**config.mk**
```make
export PLATFORM = sky130hd
export DESIGN_NAME = arbiter_nm
export DESIGN_NICKNAME = d
export VERILOG_FILES = /design/src/rtl/arbiter_nm_pkg.sv /design/src/rtl/rr_pick.sv /design/src/rtl/arbiter_nm.sv
export SDC_FILE = /design/constraint.sdc
export NUM_CORES = 1
export LEC_CHECK = 0
export CORE_MARGIN = 1.5
export CORE_UTILIZATION = 39
export CTS_BUF_LIST = sky130_fd_sc_hd__clkbuf_8
export CTS_CLUSTER_SIZE = 30
export DETAILED_ROUTE_END_ITERATION = 16
export PLACE_DENSITY_LB_ADDON = 0.1
export SLEW_MARGIN = 20
export SYNTH_ARGS = -nofsm -noshare
export SYNTH_HDL_FRONTEND = slang
export SYNTH_HIERARCHICAL = 1
export SYNTH_SLANG_ARGS = --single-unit
```
**constraint.sdc**
```tcl
create_clock -name clk -period 2.52 [get_ports clk]
set_input_delay 0.252 -clock clk [delete_from_list [all_inputs] [get_ports clk]]
set_output_delay 0.252 -clock clk [all_outputs]
set_load 0.02 [all_outputs]
```
**src/rtl/arbiter_nm_pkg.sv**
```systemverilog
// Shared types and helpers for the N-master serial-bus arbiter.
package arbiter_nm_pkg;

    typedef enum logic {
        ST_IDLE,
        ST_GRANT
    } state_t;

    localparam int MAX_MASTERS = 16;
    // Split timeout counter width; SPLIT_TIMEOUT must fit in this many bits.
    localparam int SPLIT_CNT_W = 16;

    function automatic logic [3:0] onehot_to_idx(input logic [MAX_MASTERS-1:0] vec);
        logic [3:0] idx;
        idx = '0;
        for (int i = 0; i < MAX_MASTERS; i++) begin
            if (vec[i]) idx = idx | 4'(i);
        end
        return idx;
    endfunction

endpackage

```
**src/rtl/rr_pick.sv**
```systemverilog
// Combinational picker: lowest index wins (mode=0) or first index after ptr (mode=1).
module rr_pick #(
    parameter int N = 4,
    parameter int W = 2
) (
    input  logic [N-1:0] req,
    input  logic [W-1:0] ptr,
    input  logic         mode,
    output logic [N-1:0] gnt,
    output logic [W-1:0] idx,
    output logic         valid
);

    int cand;

    always_comb begin
        gnt   = '0;
        idx   = '0;
        valid = 1'b0;
        cand  = 0;
        for (int k = 0; k < N; k++) begin
            cand = mode ? (int'(ptr) + 1 + k) % N : k;
            if (!valid && req[cand]) begin
                valid     = 1'b1;
                gnt[cand] = 1'b1;
                idx       = W'(cand);
            end
        end
    end

endmodule

```
**src/rtl/arbiter_nm.sv**
```systemverilog
// N-master bus arbiter with one outstanding split, split timeout and sready release hold.
module arbiter_nm
    import arbiter_nm_pkg::*;
#(
    parameter int NUM_MASTERS   = 2,
    parameter int NUM_SLAVES    = 3,
    parameter int RR_MODE       = 0,
    parameter int SPLIT_TIMEOUT = 256,
    parameter int MSEL_W        = (NUM_MASTERS > 1) ? $clog2(NUM_MASTERS) : 1
) (
    input  logic                   clk,
    input  logic                   rst,
    input  logic [NUM_MASTERS-1:0] breq,
    input  logic [NUM_SLAVES-1:0]  sready,
    input  logic                   sreadysp,
    input  logic                   ssplit,
    output logic [NUM_MASTERS-1:0] bgrant,
    output logic [MSEL_W-1:0]      msel,
    output logic [NUM_MASTERS-1:0] msplit,
    output logic                   split_grant,
    output logic                   split_abort
);

    state_t                 state, state_n;
    logic [NUM_MASTERS-1:0] bgrant_n, msplit_n, eligible, pick_gnt;
    logic [MSEL_W-1:0]      msel_n, rr_ptr, rr_ptr_n, pick_idx, split_idx;
    logic [SPLIT_CNT_W-1:0] cnt, cnt_n;
    logic                   pick_valid, split_active, resume_ok, resume_now, owner_resumed;
    logic                   split_grant_n, split_abort_n;

    assign eligible     = breq & ~msplit;
    assign split_active = |msplit;
    assign split_idx    = MSEL_W'(onehot_to_idx(MAX_MASTERS'(msplit)));

    rr_pick #(
        .N(NUM_MASTERS),
        .W(MSEL_W)
    ) u_pick (
        .req  (eligible),
        .ptr  (rr_ptr),
        .mode (RR_MODE != 0),
        .gnt  (pick_gnt),
        .idx  (pick_idx),
        .valid(pick_valid)
    );

    always_comb begin
        state_n       = state;
        bgrant_n      = bgrant;
        msel_n        = msel;
        msplit_n      = msplit;
        rr_ptr_n      = rr_ptr;
        cnt_n         = cnt;
        split_grant_n = 1'b0;
        split_abort_n = 1'b0;

        resume_ok     = split_active && |(breq & msplit) && sreadysp && !ssplit;
        resume_now    = (state == ST_IDLE) && resume_ok;
        owner_resumed = (state == ST_GRANT) && split_active && (msel == split_idx);

        case (state)
            ST_IDLE: begin
                if (resume_now) begin
                    state_n  = ST_GRANT;
                    bgrant_n = msplit;
                    msel_n   = split_idx;
                end else if (pick_valid) begin
                    state_n  = ST_GRANT;
                    bgrant_n = pick_gnt;
                    msel_n   = pick_idx;
                end
                if (RR_MODE != 0 && state_n == ST_GRANT) rr_ptr_n = msel_n;
            end
            ST_GRANT: begin
                if (ssplit && !split_active) begin
                    state_n  = ST_IDLE;
                    bgrant_n = '0;
                    msel_n   = '0;
                    msplit_n = bgrant;
                    cnt_n    = '0;
                end else if (!breq[msel] && &sready) begin
                    state_n  = ST_IDLE;
                    bgrant_n = '0;
                    msel_n   = '0;
                end
            end
            default: begin
                state_n  = ST_IDLE;
                bgrant_n = '0;
                msel_n   = '0;
            end
        endcase

        // A resume being granted this edge takes precedence over a timeout expiring on it.
        if (owner_resumed) begin
            msplit_n      = '0;
            split_grant_n = 1'b1;
            cnt_n         = '0;
        end else if (split_active && SPLIT_TIMEOUT != 0 && !resume_now) begin
            if (cnt == SPLIT_CNT_W'(SPLIT_TIMEOUT - 1)) begin
                msplit_n      = '0;
                split_abort_n = 1'b1;
                cnt_n         = '0;
            end else begin
                cnt_n = cnt + SPLIT_CNT_W'(1);
            end
        end
    end

    always_ff @(posedge clk or posedge rst) begin
        if (rst) begin
            state       <= ST_IDLE;
            bgrant      <= '0;
            msel        <= '0;
            msplit      <= '0;
            split_grant <= 1'b0;
            split_abort <= 1'b0;
            rr_ptr      <= MSEL_W'(NUM_MASTERS - 1);
            cnt         <= '0;
        end else begin
            state       <= state_n;
            bgrant      <= bgrant_n;
            msel        <= msel_n;
            msplit      <= msplit_n;
            split_grant <= split_grant_n;
            split_abort <= split_abort_n;
            rr_ptr      <= rr_ptr_n;
            cnt         <= cnt_n;
        end
    end

endmodule
```
## Word-level counts from Yosys, hierarchy flattened

Cells that the tools add are included.

- Flip-flop bits (word level): 24
- Bits in latches: 0
- RAM bits: 0
- ROM bits: 0
- Input port bits: 9
- Output and inout port bits: 7
- Logic and storage cells: 76
- Memories kept: 0

- Add/subtract/negate cells: 1
- $mul: 0
- Div/mod/pow operators: 0
- Magnitude comparators: 1
- Equality and inequality tests: 4
- Shifts and indexed selects: 0
- Multiplexer cells: 37
- Bitwise operators: 4
- Reductions and logical operators: 22

Operators with widths:

| cell | count |
|---|---|
| $mux W16 | 5 |
| $mux W2 | 10 |
| $mux W1 | 19 |
| $add A16 B1 Y16 const B | 1 |
| $eq A16 B8 Y1 const B | 1 |
| $logic_and A1 B1 Y1 | 10 |
| $reduce_bool A3 Y1 | 2 |
| $logic_not A1 Y1 | 5 |
| $and A2 B2 Y2 | 2 |
| $pmux W1 S2 | 2 |
| $pmux W2 S2 | 1 |
| $reduce_and A2 Y1 | 2 |
| $reduce_or A2 Y1 | 2 |
| $ne A3 B1 Y1 const B | 1 |
| $ne A3 B3 Y1 const B | 1 |
| $reduce_and A3 Y1 | 1 |
| $lt A1 B2 Y1 const B | 1 |
| $not A2 Y2 | 1 |
| $eq A1 B1 Y1 | 1 |
| $not A1 Y1 | 1 |

## Depth between registers and ports, before layout

Gate-level depths: netlist of run 1.

- Word-level depth: 10
- Depth in mapped cells: 7
- Gate-level depth less buffers: 6

## By module

The synthesis of run 1 kept the hierarchy.

By module, submodules not included:

| module | times used | cells an instance | area each (um^2) | sequential area each (um^2) |
|---|---|---|---|---|
| arbiter_nm | 1 | 158 | 1554.0 | 600.6 |
| rr_pick | 1 | 6 | 43.8 | 0.0 |

## Worst setup path before layout of run 1

No wires, ideal clock.

- Kind: register -> register
- Start: register msplit[0]
- End: register cnt[4]
- Setup time: 131 ps
- Arrival: 1544 ps
- Required time: 2389 ps
- Setup slack: 845 ps
- Cell stages (with the launch flop): 7
- Path buffers: 2
- Period minus slack after synthesis: 1675 ps
- Cells stage by stage: dfrtp_1 -> buf_4 -> nor4bb_1 -> a31oi_2 -> buf_2 -> a32oi_1 -> o22ai_1

- Cells in the longest elaborated chain, start to end: 10
- Elaborated cells on any way between the ends: 18
- Those cells by class: mux: 2; bitwise: 1; reduce/logical: 15

RTL lines:

| item | line | text |
|---|---|---|
| start, declared | arbiter_nm.sv:19 | `output logic [NUM_MASTERS-1:0] msplit,` |
| start signal, assigned | arbiter_nm.sv:124 | `msplit <= msplit_n;` |
| $and A2 B2 Y2 | arbiter_nm.sv:57 | `resume_ok = split_active && \|(breq & msplit) && sreadysp && !ssplit;` |
| $reduce_or A2 Y1 | arbiter_nm.sv:57 |  |
| $logic_and A1 B1 Y1 (3 in a row) | arbiter_nm.sv:57 |  |
| $logic_and A1 B1 Y1 | arbiter_nm.sv:58 | `resume_now = (state == ST_IDLE) && resume_ok;` |
| $logic_not A1 Y1 | arbiter_nm.sv:99 | `end else if (split_active && SPLIT_TIMEOUT != 0 && !resume_now) begin` |
| $logic_and A1 B1 Y1 | arbiter_nm.sv:99 |  |
| $reduce_bool A3 Y1 (no line) or $mux W16 (tied branches) | -- |  |
| $reduce_and A2 Y1 (no line) or $mux W16 (tied branches) | -- |  |
| end signal, assigned | arbiter_nm.sv:128 | `cnt <= cnt_n;` |
| end, declared | arbiter_nm.sv:27 | `logic [SPLIT_CNT_W-1:0] cnt, cnt_n;` |

Parallel ways exist; a longest one is shown, timed or not.
A chain may end at the register's enable or synchronous reset.

## Worst setup path after layout of run 1

- Start: register msplit[1]
- End: register cnt[0]

The elaborated chain is that of the path after synthesis.

==> metrics.md, run 1 <==
| Metric | Value |
|---|---|
| Status | complete, no violations |
| Hold-fix buffers, CTS | 0 |
| Slowest stage cell on the critical path | dfrtp_1 |
| Final Max Tran Viols | 0 |
| R2R Path End | cnt[0] |
| Critical Path Max Stage Delay | 0.67 ns |
| DRC Markers | 0 |
| Antenna-violating nets left | 0 |
| Number of setup buffers added after CTS | 0 |
| R2R depth | 4 |
| FP Rows | 23 |
| Static Leak | slightly above 0.0007 uW |
| Power Internal | 869 uW |
| Skew final | 0.00608 ns |
| Yosys top cell by area | dfrtp_1 |
| Drt total wl | approximately 3600 microns |
| WL/cell | approximately 16 microns |
| Synth warn | 6 |
| Clk Latency, worst-skew pair | roughly 0.27 ns |
| Worst setup EP type | flip-flop |
| RSZ-0062 raised after global routing | no |
| Setup ws final | about 0.32 ns |
| CTS root buf | clkbuf_8 |
| Final hold vios | 0 |
| Part of the Yosys area used for sequential elements | 0.376 |
| Die X | 67.0 microns |
| Max Clock Freq | 455 MHz |
| Sequential power share | 0.373 |
| CTS tree | yes |
| Startpoint Class | flip-flop |
| Syn Area/Cell | around 10 sq um |
| Die ar. | 4490 sq um |
| Post-synth EDFFs | 0 |
| Post-CTS resize count | 0 |
| R2R setup slack | 0.32 ns |
| Num CTS Buffers | 3 |
| Min-Delay Path Class | input pin to async pin |
| P_sw | around 600 uW |
| Drt pass-1 iters | 4 |
| Starting Density | 0.402 |
| Setup CP Type | flip-flop to flip-flop |
| Area after DPL | 1760 sq um |
| Max Cap Viol | 0 |
| First-pass GRT wire length | 6110 microns |
| Vias in the first global route | approximately 1200 |
| Setup TNS | 0 ns |
| Minimum clock period | 2.20 ns |
| Grt ovf | 0 |
| Gpl congestion | 0.835 |
| Count leader, synth | dfrtp_1 |
| Post-DP HPWL | 2580 microns |
| CP Buf/Inv Count | 0 |
| Async SR Flop Fraction | 1.00 |
| Pwr Total | 1470 uW |
| Initial antenna violation count | 0 |
| Largest cells by area after synthesis | dfrtp_1, nand3_1, o21a_1 |
| CP delay by family, top | compound AO/OA/AOI/OAI gates |
| Clk sinks | 24 |
| Critical path peak fanout | 15 |
| Worst-Margin Slew | 0.695 ns |
| DR vias | 1347 |
| Chip Height | 67.0 microns |
| H-Tree Depth | 1 |
| Post-route cell area | 1810 sq um |
| Placement Setup Slack | between 0.3 and 0.4 ns |
| Gate count of the mapped netlist | 164 |
| Syn nets | 174 |
| All-Layer GR Usage | 0.181 |
| Commonest cells in the netlist | dfrtp_1, nand3_1, nand2_1 |
| IO Port Bufs | 15 |
| Via-to-Cell Ratio | between 6 and 7 |
| Top-area cell type share of the netlist area | 0.376 |
| Reg-to-Reg Start | msplit[1] |
| Crit path cell chain | nor4bb_1 -> a31oi_2 -> nand3_1 -> o21ai_0 |
| Ant diodes | 0 |
| Period utilization | 0.873 |
| Final setup vio count | 0 |
| Worst EP required | 2.70 ns |
| Cell Pwr Density | ~810 nW/um^2 |
| Crit path DAT | 2.38 ns |
| Net Sw Frac | 0.409 |
| 1st-iter DRT viols | 72 |
| Peak supply drop | 0.446 mV |
| Synthesis-stage register bit count | 24 |
| I/O pins | 16 |
| Slew Limit Headroom | 0.535 |
| CTS max path bufs | 2 |
| Post-Synthesis Cell Area | approximately 1600 sq um |
| Clock power frac | 0.179 |
| Ys flop type | dfrtp_1 |
| Total core area | 3970 sq um |
| Largest net degree at the start of global routing | 25 |
| Reg clk slew, reported paths | approximately 0.09 ns |
| Share of cells above drive strength 1 | 0.103 |
| Fin nets | 185 |
| Area growth syn-to-layout | 13.3% |
| Comb pwr share | 0.448 |
| Post-synth cell types | 58 |
==> how the worst max path moves through the flow <==
stage | start | endpoint | slack, ns | depth (start not counted)
final | msplit[1] | cnt[0] | 0.32 | 4
after detailed placement | msplit[1] | cnt[11] | 0.34 | 4
after CTS | msplit[1] | cnt[11] | 0.33 | 4
after floorplan | msplit[0] | cnt[4] | 0.84 | 6
after global placement | msplit[1] | cnt[11] | 0.34 | 4
after global routing | msplit[1] | cnt[0] | 0.06 | 4
==> routing by layer <==
| layer | up-vias | track usage | part of all wire |
|---|---|---|---|
| li1 | 652 | - | - |
| met5 | - | 0 | 0 |
| met1 | 664 | 0.281 | 0.51 |
| met3 | 2 | 0.0439 | 0.040 |
| met2 | 29 | 0.249 | 0.44 |
| met4 | 0 | 0.0383 | 0.0070 |
==> cells in the final DEF, fill, tap and decap left out, types with 2 or more instances in the layout <==
cell	n
dfrtp_1	24
clkdlybuf4s50_1	15
nand3_1	14
nand2_1	10
inv_1	6
nor2_1	6
nand4_1	6
o21a_1	6
nor4_1	5
nor3_1	5
a22o_1	5
o211ai_1	4
o2bb2ai_1	4
nor3b_1	4
clkbuf_8	4
xor2_1	3
a31oi_1	3
and3_1	2
nand4_2	2
o41a_1	2
a21oi_1	2
mux2i_1	2
a32o_1	2
nor2b_1	2
o22ai_1	2
xnor2_1	2
buf_4	2
conb_1	2
==> final cells by class <==
class	instances	area, sq um
flip-flops and latches	24	601
clock buffers	4	55.1
fillers	374	2160
repair buffers	17	165
multi-input cells	123	905
inverters	6	22.5
well taps	50	62.6
==> cells by family (layout without fill, tap and decap cells) <==
group                    count (synthesis)  count (layout)  share of synthesized area
XOR/XNOR                                 5               5                     0.0274
adder cells (fa/ha/maj)                  1               1                    0.00783
other                                    2               2                    0.00470
AND/OR/NAND/NOR                         69              69                      0.269
flip-flops                              24              24                      0.376
AO/OA/AOI/OAI                           44              44                      0.245
buffers and inverters                   17              27                     0.0579
multiplexers                             2               2                     0.0125
==> tightest hold or removal path, stage by stage <==
cell and delay (ns):
clkdlybuf4s50_1 0.40, inv_1 0.05, buf_4 0.30
==> stage by stage <==
stage / hold WS, ns / utilization / cells
2_1_floorplan: 0.267 / - / 164
3_3_place_gp: 0.502 / 0.442 / 220
3_5_place_dp: 0.505 / 0.442 / 220
4_1_cts: 0.345 / 0.456 / 224
5_1_grt: 0.395 / 0.456 / 224
6_report: 0.332 / 0.456 / 224
==> state kept, by name, indices dropped and copies added (netlist names) <==
| name | flops |
|---|---|
| split_grant | 1 |
| msplit | 2 |
| state | 1 |
| cnt | 16 |
| split_abort | 1 |
| bgrant | 2 |
| msel | 1 |
==> power by group through the flow <==
stage / clock [uW] / combinational, uW / sequential [uW]
CTS: 272 / 657 / 552
finish: 263 / 658 / 549
detailed placement: 0 / 657 / 558
floorplan: 0 / 510 / 539
global route: 290 / 721 / 567
global placement: 0 / 657 / 558
Power figures use the tool's default switching activity.
==> run 2, diff against run 1 <==
==> constraint.sdc (replaced) <==
create_clock -name clk -period 2.52 [get_ports clk]
set_input_delay 0.252 -clock clk [delete_from_list [all_inputs] [get_ports clk]]
set_output_delay 0.252 -clock clk [all_outputs]
set_load 0.005 [all_outputs]
==> results of run 2 <==
The final DEF is identical to that of run 1. Status: complete, no violations.
Main changes from that run: total power 1470 uW -> 1430 uW; worst IR drop on VDD 0.446 mV -> 0.420 mV
==> run 3, diff against run 2 <==
--- a/config.mk
+++ b/config.mk
@@ -11,6 +11,7 @@
 export CTS_CLUSTER_SIZE = 30
 export DETAILED_ROUTE_END_ITERATION = 16
 export PLACE_DENSITY_LB_ADDON = 0.1
+export SKIP_LAST_GASP = 1
 export SLEW_MARGIN = 20
 export SYNTH_ARGS = -nofsm -noshare
 export SYNTH_HDL_FRONTEND = slang
==> results of run 3 <==
The final DEF is identical to that of run 1. Status: complete, no violations.
Main changes from that run: total power 1470 uW -> 1430 uW; worst IR drop on VDD 0.446 mV -> 0.420 mV
